==> config.mk <==
export PLATFORM = sky130hd
export DESIGN_NAME = mux_rr_scheduler_flat
export DESIGN_NICKNAME = d
export VERILOG_FILES = /design/src/rtl/mux_rr_scheduler_pkg.sv /design/src/rtl/mux_rr_scheduler_if.sv /design/src/rtl/mux_rr_scheduler_rr_pick4.sv /design/src/rtl/mux_rr_scheduler.sv /design/src/flat_wrapper.sv
export SDC_FILE = /design/constraint.sdc
export NUM_CORES = 1
export LEC_CHECK = 0
export CAP_MARGIN = 20
export CORE_MARGIN = 10
export CORE_UTILIZATION = 51
export CTS_CLUSTER_SIZE = 12
export DETAILED_ROUTE_END_ITERATION = 10
export GPL_TIMING_DRIVEN = 0
export PLACE_DENSITY = 0.86
export SLEW_MARGIN = 20
export SYNTH_ARGS = -nofsm -noshare
export SYNTH_HDL_FRONTEND = slang
export SYNTH_SLANG_ARGS = --single-unit
==> constraint.sdc <==
create_clock -name clk -period 6.9 [get_ports clk]
set_input_delay 0.69 -clock clk [delete_from_list [all_inputs] [get_ports clk]]
set_output_delay 0.69 -clock clk [all_outputs]
set_load 0.01 [all_outputs]
==> src/rtl/mux_rr_scheduler_pkg.sv <==
// Shared definitions for the mux round-robin scheduler: state encodings,
// requester count, select width and a select-to-one-hot helper.
package mux_rr_scheduler_pkg;

   localparam int NUM_REQ = 4;
   localparam int SEL_W   = 2;

   typedef enum logic [1:0] {
      ST_IDLE  = 2'd0,
      ST_GRANT = 2'd1,
      ST_GAP   = 2'd2
   } sched_state_t;

   // One-hot image of a mux select value
   function automatic logic [NUM_REQ-1:0] sel_onehot(input logic [SEL_W-1:0] s);
      return NUM_REQ'(1) << s;
   endfunction

endpackage

==> src/rtl/mux_rr_scheduler_if.sv <==
// Request/grant bundle between the requesters and the mux scheduler.
// master: requester side (drives req), slave: scheduler side.
interface mux_rr_scheduler_if;
   import mux_rr_scheduler_pkg::*;

   logic [NUM_REQ-1:0] req;
   logic [SEL_W-1:0]   sel;
   logic               en;
   logic [NUM_REQ-1:0] grant;
   logic               busy;
   logic               slot_done;

   modport master (output req, input sel, en, grant, busy, slot_done);
   modport slave  (input req, output sel, en, grant, busy, slot_done);
endinterface

==> src/rtl/mux_rr_scheduler_rr_pick4.sv <==
// Combinational 4-way round-robin picker: searches req starting one past
// ptr, wrapping around, and returns the first set index.
module rr_pick4
   import mux_rr_scheduler_pkg::*;
(
   input  logic [NUM_REQ-1:0] req,
   input  logic [SEL_W-1:0]   ptr,
   output logic               valid,
   output logic [SEL_W-1:0]   idx
);

   // rot[k] is the request at search position k (position 0 = ptr+1)
   logic [NUM_REQ-1:0] rot;
   logic [SEL_W-1:0]   off;

   generate
      for (genvar gi = 0; gi < NUM_REQ; gi++) begin : g_rot
         logic [SEL_W-1:0] pos;
         assign pos     = ptr + SEL_W'(gi + 1);
         assign rot[gi] = req[pos];
      end
   endgenerate

   // Lowest search position with a request wins; index wraps modulo 4
   always_comb begin
      valid = |req;
      off   = '0;
      for (int k = NUM_REQ - 1; k >= 0; k--) begin
         if (rot[k]) off = SEL_W'(k);
      end
      idx = ptr + SEL_W'(1) + off;
   end

endmodule

==> src/rtl/mux_rr_scheduler.sv <==
// Round-robin owner of a shared 4:1 mux. Each requester holds the mux for
// at most SLOT_LEN cycles and loses it early once it drops its request.
// Optional macro MUX_SCHED_GAP_EN inserts one dead cycle between grants;
// without it, grants run back to back.
module mux_rr_scheduler
   import mux_rr_scheduler_pkg::*;
#(
   parameter int SLOT_LEN = 4,
   parameter int CNT_W    = 8
) (
   input  logic                clk,
   input  logic                rst,
   mux_rr_scheduler_if.slave   bus
);

   localparam logic [CNT_W-1:0] SLOT_LOAD = CNT_W'(SLOT_LEN - 1);

   sched_state_t       state_reg;
   logic [CNT_W-1:0]   cnt_reg;
   logic [SEL_W-1:0]   ptr_reg;
   logic [SEL_W-1:0]   sel_reg;
   logic               en_reg;
   logic [NUM_REQ-1:0] grant_reg;
   logic               busy_reg;
   logic               slot_done_reg;

   logic [SEL_W-1:0]   pick_ptr;
   logic               pick_valid;
   logic [SEL_W-1:0]   pick_idx;
   logic               slot_end;

   // A pick at slot end rotates from the outgoing owner; otherwise from
   // the stored last-grant pointer
   assign pick_ptr = (state_reg == ST_GRANT) ? sel_reg : ptr_reg;

   // Slot ends on expiry or when the current owner withdraws
   assign slot_end = (cnt_reg == '0) || !bus.req[sel_reg];

   rr_pick4 u_pick (
      .req   (bus.req),
      .ptr   (pick_ptr),
      .valid (pick_valid),
      .idx   (pick_idx)
   );

   // Scheduler FSM with all outputs registered
   always_ff @(posedge clk) begin
      if (rst) begin
         state_reg     <= ST_IDLE;
         cnt_reg       <= '0;
         ptr_reg       <= SEL_W'(NUM_REQ - 1);
         sel_reg       <= '0;
         en_reg        <= 1'b0;
         grant_reg     <= '0;
         busy_reg      <= 1'b0;
         slot_done_reg <= 1'b0;
      end else begin
         slot_done_reg <= 1'b0;
         case (state_reg)
            ST_GRANT: begin
               if (slot_end) begin
                  ptr_reg       <= sel_reg;
                  slot_done_reg <= 1'b1;
`ifdef MUX_SCHED_GAP_EN
                  state_reg <= ST_GAP;
                  en_reg    <= 1'b0;
                  grant_reg <= '0;
                  busy_reg  <= 1'b1;
`else
                  if (pick_valid) begin
                     state_reg <= ST_GRANT;
                     sel_reg   <= pick_idx;
                     en_reg    <= 1'b1;
                     grant_reg <= sel_onehot(pick_idx);
                     cnt_reg   <= SLOT_LOAD;
                     busy_reg  <= 1'b1;
                  end else begin
                     state_reg <= ST_IDLE;
                     en_reg    <= 1'b0;
                     grant_reg <= '0;
                     busy_reg  <= 1'b0;
                  end
`endif
               end else begin
                  cnt_reg <= cnt_reg - CNT_W'(1);
               end
            end
            default: begin
               // IDLE, and GAP after its single dead cycle
               if (pick_valid) begin
                  state_reg <= ST_GRANT;
                  sel_reg   <= pick_idx;
                  en_reg    <= 1'b1;
                  grant_reg <= sel_onehot(pick_idx);
                  cnt_reg   <= SLOT_LOAD;
                  busy_reg  <= 1'b1;
               end else begin
                  state_reg <= ST_IDLE;
                  en_reg    <= 1'b0;
                  grant_reg <= '0;
                  busy_reg  <= 1'b0;
               end
            end
         endcase
      end
   end

   assign bus.sel       = sel_reg;
   assign bus.en        = en_reg;
   assign bus.grant     = grant_reg;
   assign bus.busy      = busy_reg;
   assign bus.slot_done = slot_done_reg;

endmodule

==> src/flat_wrapper.sv <==
// flat-port wrapper written by rule: the top's interface ports become plain ports
module mux_rr_scheduler_flat import mux_rr_scheduler_pkg::*;
#(
   parameter int SLOT_LEN = 4,
   parameter int CNT_W    = 8
)
  (clk, rst, bus_req, bus_sel, bus_en, bus_grant, bus_busy, bus_slot_done);
  mux_rr_scheduler_if bus_i ();
  input  logic clk;
  input  logic rst;
  input wire logic [$bits(bus_i.req)-1:0] bus_req;
  output wire logic [$bits(bus_i.sel)-1:0] bus_sel;
  output wire logic [$bits(bus_i.en)-1:0] bus_en;
  output wire logic [$bits(bus_i.grant)-1:0] bus_grant;
  output wire logic [$bits(bus_i.busy)-1:0] bus_busy;
  output wire logic [$bits(bus_i.slot_done)-1:0] bus_slot_done;
  assign bus_i.req = bus_req;
  assign bus_sel = bus_i.sel;
  assign bus_en = bus_i.en;
  assign bus_grant = bus_i.grant;
  assign bus_busy = bus_i.busy;
  assign bus_slot_done = bus_i.slot_done;
  mux_rr_scheduler #(.SLOT_LEN(SLOT_LEN), .CNT_W(CNT_W)) u_core (.clk(clk), .rst(rst), .bus(bus_i));
endmodule
==> results.txt, run 1 <==
- Count of endpoints failing hold in the final timing report: 0
* Number of different library cells in the post-synthesis netlist: 46
- In this run, the number of DRC markers left after iteration 0 of detailed routing was 18.
- From left edge to right edge, the die measures 67.4 um.
- Combinational power share: 50.0%
- Registers take between 300 and 400 um^2.
- Setup crit start kind: primary input
- Dividing the detail-routed via count by the number of cells gives about 5.6.
* TritonRoute pass-1 iters: 4
- Ranking of synthesized cells by instance count: sky130_fd_sc_hd__dfxtp_1 (18), sky130_fd_sc_hd__nor2_1 (15), sky130_fd_sc_hd__nand2_1 (14)
- Gpl congestion: 0.806
* Number of H-tree branching levels: 1
* Net switching fraction of the power: 37.4%
- In the final layout, the multi-input gates occupy 727 um^2.
* Final antenna-violating net count: 0
* Initial cell density of the core: about 53%
- Traced cell by cell, the critical path runs through clkdlybuf4s50_1 > nor2b_1 > a21oi_1 > o21ai_0 > o21a_1 > ha_1 > nor2b_1 > mux2_2 > nor3_1 > nand4_1 > o211ai_2.
- Worst hold-check path type: reg -> reg
* Site Rows: 17
- Worst path max stage delay: 0.56 ns
* Type of the worst setup path: in -> reg
* Clock Skew: 0.00861 ns
- Setup violations remaining at the end of the flow were counted as 0.
- Leftover overflow at the end of global routing: 0
- The number of nets in the synthesized netlist is 138.
- Across all layers, the routed design uses between 900 and 1000 vias.
* I/O pin cnt: 15
- Worst-skew pair later-pin latency: 0.30 ns
- Of the synthesized area, sequential elements account for 31.5%.
- Largest driver fanout on the critical path: 8
* Final WL: around 2400 um
* Sink Count: 18
- Power density relative to cell area: 315 nW/um^2
* Count of antenna diodes in the layout: 0
* Most used DFF post-synth: sky130_fd_sc_hd__dfxtp_1
- Across every metal layer, demand over resource in global routing totals 11.4%.
* Mean area per synthesized cell: 8.87 um^2
- For met1 alone, demand over resource in global routing was around an eighth.
- In the routed design, unresolved DRC markers number 0.
- STA puts the critical path data required time at a little over 7 ns.
* Main area contributors after synthesis: sky130_fd_sc_hd__dfxtp_1 (31%), sky130_fd_sc_hd__nor2_1 (4.9%), sky130_fd_sc_hd__nand2_1 (4.6%)
- After clock tree synthesis, the clock-pin slew on the worst setup and hold paths is approximately 0.11 ns.
- Height of the chip: 67.4 um
* Number of I/O port buffers: 13
- Peak ir drop on the vdd network: 0.000254 V
- The first global-routing pass estimated 4180 um of wire.
* Run status: complete, no violations
* Clock network power share: between 10% and 20%
- Fraction of the cycle the final worst path needs: a little over two fifths
* Internal Power: ~0.27 mW
* Post-synth EDFFs: 0
* Met3 usage in global routing: 3.47%
- Antenna violations before repair: 0
* Most common cell in the netlist: sky130_fd_sc_hd__dfxtp_1
- For the pin with the worst max-slew slack, the measured transition is 0.541 ns.
- TritonCTS built the clock tree.
- Post-Route Setup TNS: 0 ns
* Dominant cell type by count on the critical path: sky130_fd_sc_hd__nor2b_1
- Hold-fix buffers at CTS: 0
* Worst slew margin relative to its limit: a little under two thirds
- For flop-to-flop paths, the worst setup slack is roughly 4.0 ns.
- Std-Cell Core Area: 2170 um^2
- The worst path in the final design needs a cycle of 2.97 ns, including I/O delays and setup.
* Slowest cell on crit path: sky130_fd_sc_hd__clkdlybuf4s50_1
- Post-synthesis async set-or-reset flop share: 0%
- Fin nets: 156
- WL/cell: 14.1 um
* Number of max-cap violations: 0
- Number of cells produced by synthesis: 129
- Pre-CTS worst setup slack: 3.64 ns
* TritonCTS buffer count: 3
- For this run, the number of Yosys warnings is 0.
- Syn-to-layout area delta: 17.6%
- Detailed Place HPWL: 1880 um
- Entering global routing, the biggest net connects 11 pins.
* Cell area after synthesis: 1140 um^2
- Fraction of layout instances using a drive strength above 1: 15.1%
- Worst Setup End Kind: register
* Number of filler instances in the final layout: 190
- Maximum clock path buffer count: 2
- Once the clock tree was built, the setup fixing pass inserted 0 buffers.
* Number of cells upsized or downsized after cts: 0
- Of all cell types, the one taking the most synthesized area is sky130_fd_sc_hd__dfxtp_1.
* Max Transition Viols Final: 0
* Number of global-route vias before repair: a little under 1000
* Fmax: 337 MHz
- Number of synthesized register bits: 18
* Unrepaired setup endpoints after global routing: false
* Worst Slack Setup Final: 3.93 ns
- In this run the biggest area consumer among cell types represents 31.5% of the synthesized area.
* Clk root buf: sky130_fd_sc_hd__clkbuf_4
* GR met2 Demand/Resource: 19.8%
- Once layout is complete, the utilization of the core stands at 62.1%.
* Max reg flops: 8
* Lkg Pwr: 0.497 nW
- At the worst endpoint, the arrival time is 3.20 ns.
- Switching Power: 0.159 mW
- After global routing, the most crowded layer is met2.
- Die Outline Area: 4540 um^2
- Of the total power, registers draw 34.5%.
## per-layer routing
layer | wire (um) | part of all wire [%]
met3 | 160 | 6.5
met2 | 1160 | 47
met5 | 0 | 0
met1 | 1090 | 45
met4 | 32 | 1.3
## kinds of logic after synthesis
family,Yosys count,synth area share (%)
simple gates,66,34.1
compound gates,20,14.1
flops,18,31.5
buf+inv,9,5.03
xor+xnor,8,6.12
mux,5,5.90
fa+ha+maj,3,3.28
## per-stage QoR
step	power, mW	area, um^2	std cells	hold WS (ns)
after detailed placement	0.359	1310	170	0.495
after global routing	0.454	1350	174	0.556
after floorplan	0.294	1140	129	0.473
after global placement	0.353	1310	170	0.490
final	0.424	1350	174	0.514
after CTS	0.425	1350	174	0.522
## power groups by stage
stage / clock, mW / combinational [mW] / sequential [mW]
5_1_grt: 0.0720 / 0.233 / 0.149
2_1_floorplan: 0 / 0.142 / 0.152
3_5_place_dp: 0 / 0.211 / 0.148
3_3_place_gp: 0 / 0.206 / 0.147
6_report: 0.0658 / 0.212 / 0.146
4_1_cts: 0.0662 / 0.213 / 0.146
## critical path: cells and delay by family
| family | cells | cell delay [ns] |
|---|---|---|
| compound gates | 4 | 0.48 |
| fa+ha+maj | 1 | 0.21 |
| buf+inv | 1 | 0.56 |
| mux | 1 | 0.27 |
| simple gates | 4 | 0.98 |
## cells in the final DEF, fill, tap and decap left out, drive strengths merged, types with 2 or more instances in the layout
cell type	n
or2	2
dfxtp	18
nor2	15
ha	3
o211ai	5
clkdlybuf4s50	13
nand2b	2
nor2b	5
mux2i	3
xnor2	4
nor4b	3
nand4	6
o21ai	3
nand3b	5
a21oi	3
xor2	4
nand2	14
inv	3
clkbuf	5
nand3	3
nor3	4
buf	5
## area by class of cell
class | instances | area share (%)
multi-input combinational | 102 | 54.0
sequential | 18 | 26.8
timing repair buffer | 13 | 9.67
buffer | 6 | 3.44
clock buffer | 4 | 2.70
tap | 28 | 2.60
inverter | 3 | 0.836
## path summary, 6_finish.rpt
check,startpoint,to,cells after the start
worst max-delay path,bus_req[3],u_core.bus.grant[2]$_SDFFE_PP0N_,11
worst min-delay path,u_core.ptr_reg[1]$_SDFFE_PP1P_,u_core.ptr_reg[1]$_SDFFE_PP1P_,2
worst max register to register,u_core.state_reg[0]$_SDFFE_PP0N_,u_core.bus.grant[2]$_SDFFE_PP0N_,12
worst min register to register,u_core.ptr_reg[1]$_SDFFE_PP1P_,u_core.ptr_reg[1]$_SDFFE_PP1P_,2
Note: power is estimated with default switching activity, not from simulation.
==> run 2, diff against run 1 <==
==> constraint.sdc (replaced) <==
create_clock -name clk -period 2.9 [get_ports clk]
set_input_delay 0.29 -clock clk [delete_from_list [all_inputs] [get_ports clk]]
set_output_delay 0.29 -clock clk [all_outputs]
set_load 0.01 [all_outputs]
==> run 2 against run 1 <==
Net effect: clock skew is 0.0019 ns lower; register-to-register slack worse by 3.7 ns; sequential share of layout area is 0.54 points lower; largest cell class unchanged; utilization is 1.3 points higher; critical path type is now reg -> reg; first-iteration DRC count is 100% higher; highest routed layer unchanged; final cell count stayed put; flip-flop and latch count stayed put; non-clock buffer count stayed put; via count is 0.41% lower.
==> results.txt, run 2 (synthesis gave the netlist of run 1 again) <==
- Counting cells, the worst reg-to-reg path comes to 12.
* Via density per instance: about 5.5
- Data on the critical path is required at its endpoint by 3.11 ns.
- The flow ran to the end, and the final reports show no timing, DRC or antenna violations.
- For the worst setup path, the data arrival time is 2.80 ns.
- The HPWL after detailed placement is 1880 um.
* Maximum number of pins on one net before global-route repair: 11
- The die is 67.4 um wide.
- The detail route stage leaves a number of antenna-violating nets equal to 0.
* Unrepaired setup endpoints after global routing: false
- Power density relative to cell area: 759 nW/um^2
- Type of the worst setup path: reg -> reg
- Pin placement for this block handled 15 I/O pins.
* Lkg Pwr: 0.497 nW
- The floorplan has 17 rows.
- In this design, the critical path's most frequently occurring cell is sky130_fd_sc_hd__nand2_1.
- The worst pin sits at a relative slew slack of 63.2%.
- Max reg flops: 8
* Total number of vias: a little under 1000
- Launching point of the worst reg2reg path: u_core.state_reg[0]$_SDFFE_PP0N_
- TritonCTS buffer count: 3
- Cells on Worst Hold Path: 3
- Buffers inserted by post-CTS timing repair: 0
- Aggregate global-route resource usage: 11.5%
* Height of the chip: 67.4 um
- Final WL: 2530 um
- IR analysis of the VDD net gives a maximum drop of 0.000608 V.
- Antenna violations before repair: 0
- Max Transition Viols Final: 0
* Critical hold path startpoint: bus_req[1]
* Worst path max stage delay: about 0.37 ns
- The later pin in the worst-skew pair is clocked with a latency of slightly below 0.3 ns.
- STA classifies the critical path endpoint as a register.
- FF-to-FF End: u_core.bus.grant[3]$_SDFFE_PP0N_
- Shortest period the worst path allows: 2.59 ns
- Count of endpoints failing hold in the final timing report: 0
- The signal on the critical path passes through buf_6 > mux2i_4 > nand2_1 > a21oi_1 > o21ai_0 > o21a_1 > ha_1 > nand2b_1 > mux2i_2 > o21ba_2 > nand2_1 > o211ai_1.
* Gpl congestion: 0.806
* Fin nets: 156
- Register clock-pin slew on the reported worst setup and hold paths: about 0.10 ns
- Final Instance Count excl. Fillers: 174
* Clock Skew: roughly 0.0067 ns
- DR iter-0 viols: 36
- Setup crit start kind: register
- Number of filler instances in the final layout: 185
- The clock passes through at most 2 buffers.
- The total area inside the core boundary comes to around 2200 um^2.
- WL/cell: 14.5 um
- Summing all multi-input logic gate instances after layout gives ~750 um^2.
* Switching Power: 0.397 mW
- Sequential cell area: about 360 um^2
- Sequential cells burn roughly 34% of the power.
* Syn-to-layout area delta: 20.0%
- Capture endpoint of the worst hold path: u_core.state_reg[0]$_SDFFE_PP0N_
* Slowest cell on crit path: sky130_fd_sc_hd__dfxtp_1
- Most common cell after layout, fill and taps aside: sky130_fd_sc_hd__dfxtp_1
- For this configuration, the core starts out at a cell density of 52.8%.
- Before antenna repair, the detailed router went through 4 iterations.
* First-pass GRT wire length: ~4200 um
- Net switching is 38.1% of the power.
* Internal Power: 0.646 mW
- Worst hold-check path type: in -> reg
* Commonest non-fill, non-tap cells in the layout: sky130_fd_sc_hd__dfxtp_1 (18), sky130_fd_sc_hd__nor2_1 (15), sky130_fd_sc_hd__nand2_1 (14), sky130_fd_sc_hd__clkdlybuf4s50_1 (13), sky130_fd_sc_hd__nand4_1 (6)
* Number of I/O port buffers: 13
* Combinational power share: 51.5%
* Post-Route Setup TNS: 0 ns
- Max-cap violations in this run came to 0.
* Family with the most delay on the worst path: compound AO/OA/AOI/OAI gates
- For the pin with the worst max-slew slack, the measured transition is 0.552 ns.
- Summed over all layers, the global routing overflow is 0.
- Counting every sink on the clock net gives 18.
- Largest driver fanout on the critical path: 10
* Fraction of layout instances using a drive strength above 1: 17.1%
- Register-to-Register Setup Slack: between 0.3 and 0.4 ns
- The clock network burns 14.8% of the power.
- The die covers 4540 um^2.
* Number of global-route vias before repair: ~950
- Number of H-tree branching levels: 1
- Buffer and inverter count on the worst path: 1
- Fmax: 386 MHz
* DRC violation count after routing: 0
* Clk root buf: sky130_fd_sc_hd__clkbuf_4
- CTS tree: built
* # placed instances: 170
- Setup violations remaining at the end of the flow were counted as 0.
- For this run, the share of the core covered by cells in the final layout is 63.3%.
* Fraction of the cycle the final worst path needs: about nine tenths
* Count of antenna diodes in the layout: 0
## run 2: cell counts in the layout (fill, tap and decap cells not counted)
No cell type changed its count.
## run 2: stage by stage
step	power, mW	area (um^2)	worst slack (ns)	hold WS, ns
after floorplan	0.701	1140	0.300	0.423
after global placement	0.840	1310	0.105	0.490
after detailed placement	0.855	1310	0.0231	0.495
after CTS	1.02	1350	0.145	0.424
after global routing	1.12	1370	0.0456	0.468
final	1.04	1370	0.312	0.434
## run 2: worst max-delay path by stage
stage	end	depth (start not counted)	start	slack, ns
CTS	u_core.bus.grant[3]$_SDFFE_PP0N_	12	u_core.state_reg[0]$_SDFFE_PP0N_	0.14
detailed placement	u_core.bus.grant[2]$_SDFFE_PP0N_	12	u_core.state_reg[0]$_SDFFE_PP0N_	0.02
global placement	u_core.bus.grant[3]$_SDFFE_PP0N_	11	bus_req[2]	0.10
floorplan	u_core.bus.grant[2]$_SDFFE_PP0N_	12	u_core.state_reg[0]$_SDFFE_PP0N_	0.30
finish	u_core.bus.grant[3]$_SDFFE_PP0N_	12	u_core.state_reg[0]$_SDFFE_PP0N_	0.31
global route	u_core.bus.grant[1]$_SDFFE_PP0N_	12	u_core.state_reg[0]$_SDFFE_PP0N_	0.05
## run 2: area by class of cell
cell class                      instances  area share, %
Tap cell                               28           2.55
Multi-Input combinational cell        102           54.9
Timing Repair Buffer                   13           9.47
Clock buffer                            4           2.64
Sequential cell                        18           26.2
Inverter                                3          0.820
Buffer                                  6           3.37
## run 2: per-layer routing
layer | global-route usage, % | part of all wire, % | wire, um | up-vias
li1 | - | - | - | 498
met1 | 13.0 | 43 | 1090 | 446
met2 | 20.1 | 50 | 1280 | 18
met3 | 3.47 | 5.6 | 143 | 2
met4 | 3.85 | 0.79 | 20 | 0
met5 | 0 | 0 | 0 | -
## run 2: worst min-delay path: stages
cell and delay, ns:
sky130_fd_sc_hd__buf_2 0.19, sky130_fd_sc_hd__nor4_4 0.11, sky130_fd_sc_hd__nor2_1 0.09
## run 2: power by group through the flow
stage          combinational (mW)  clock, mW  sequential, mW
2_1_floorplan               0.338          0           0.362
3_3_place_gp                0.490          0           0.350
3_5_place_dp                0.502          0           0.353
4_1_cts                     0.511      0.157           0.348
5_1_grt                     0.586      0.171           0.359
6_report                    0.537      0.154           0.352
## run 2: timing repair
| item | in CTS | in global routing |
|---|---|---|
| endpoints found under the setup margin | 2 | 5 |
| resized for setup | 1 | 4 |
| hold buffers | 0 | 0 |
==> run 3, diff against run 2 <==
--- a/config.mk
+++ b/config.mk
@@ -12,6 +12,7 @@
 export DETAILED_ROUTE_END_ITERATION = 10
 export GPL_TIMING_DRIVEN = 0
 export PLACE_DENSITY = 0.86
+export SETUP_SLACK_MARGIN = 0.05
 export SLEW_MARGIN = 20
 export SYNTH_ARGS = -nofsm -noshare
 export SYNTH_HDL_FRONTEND = slang
==> results of run 3 <==
Final layout, timing and power as in run 2 (identical DEF).
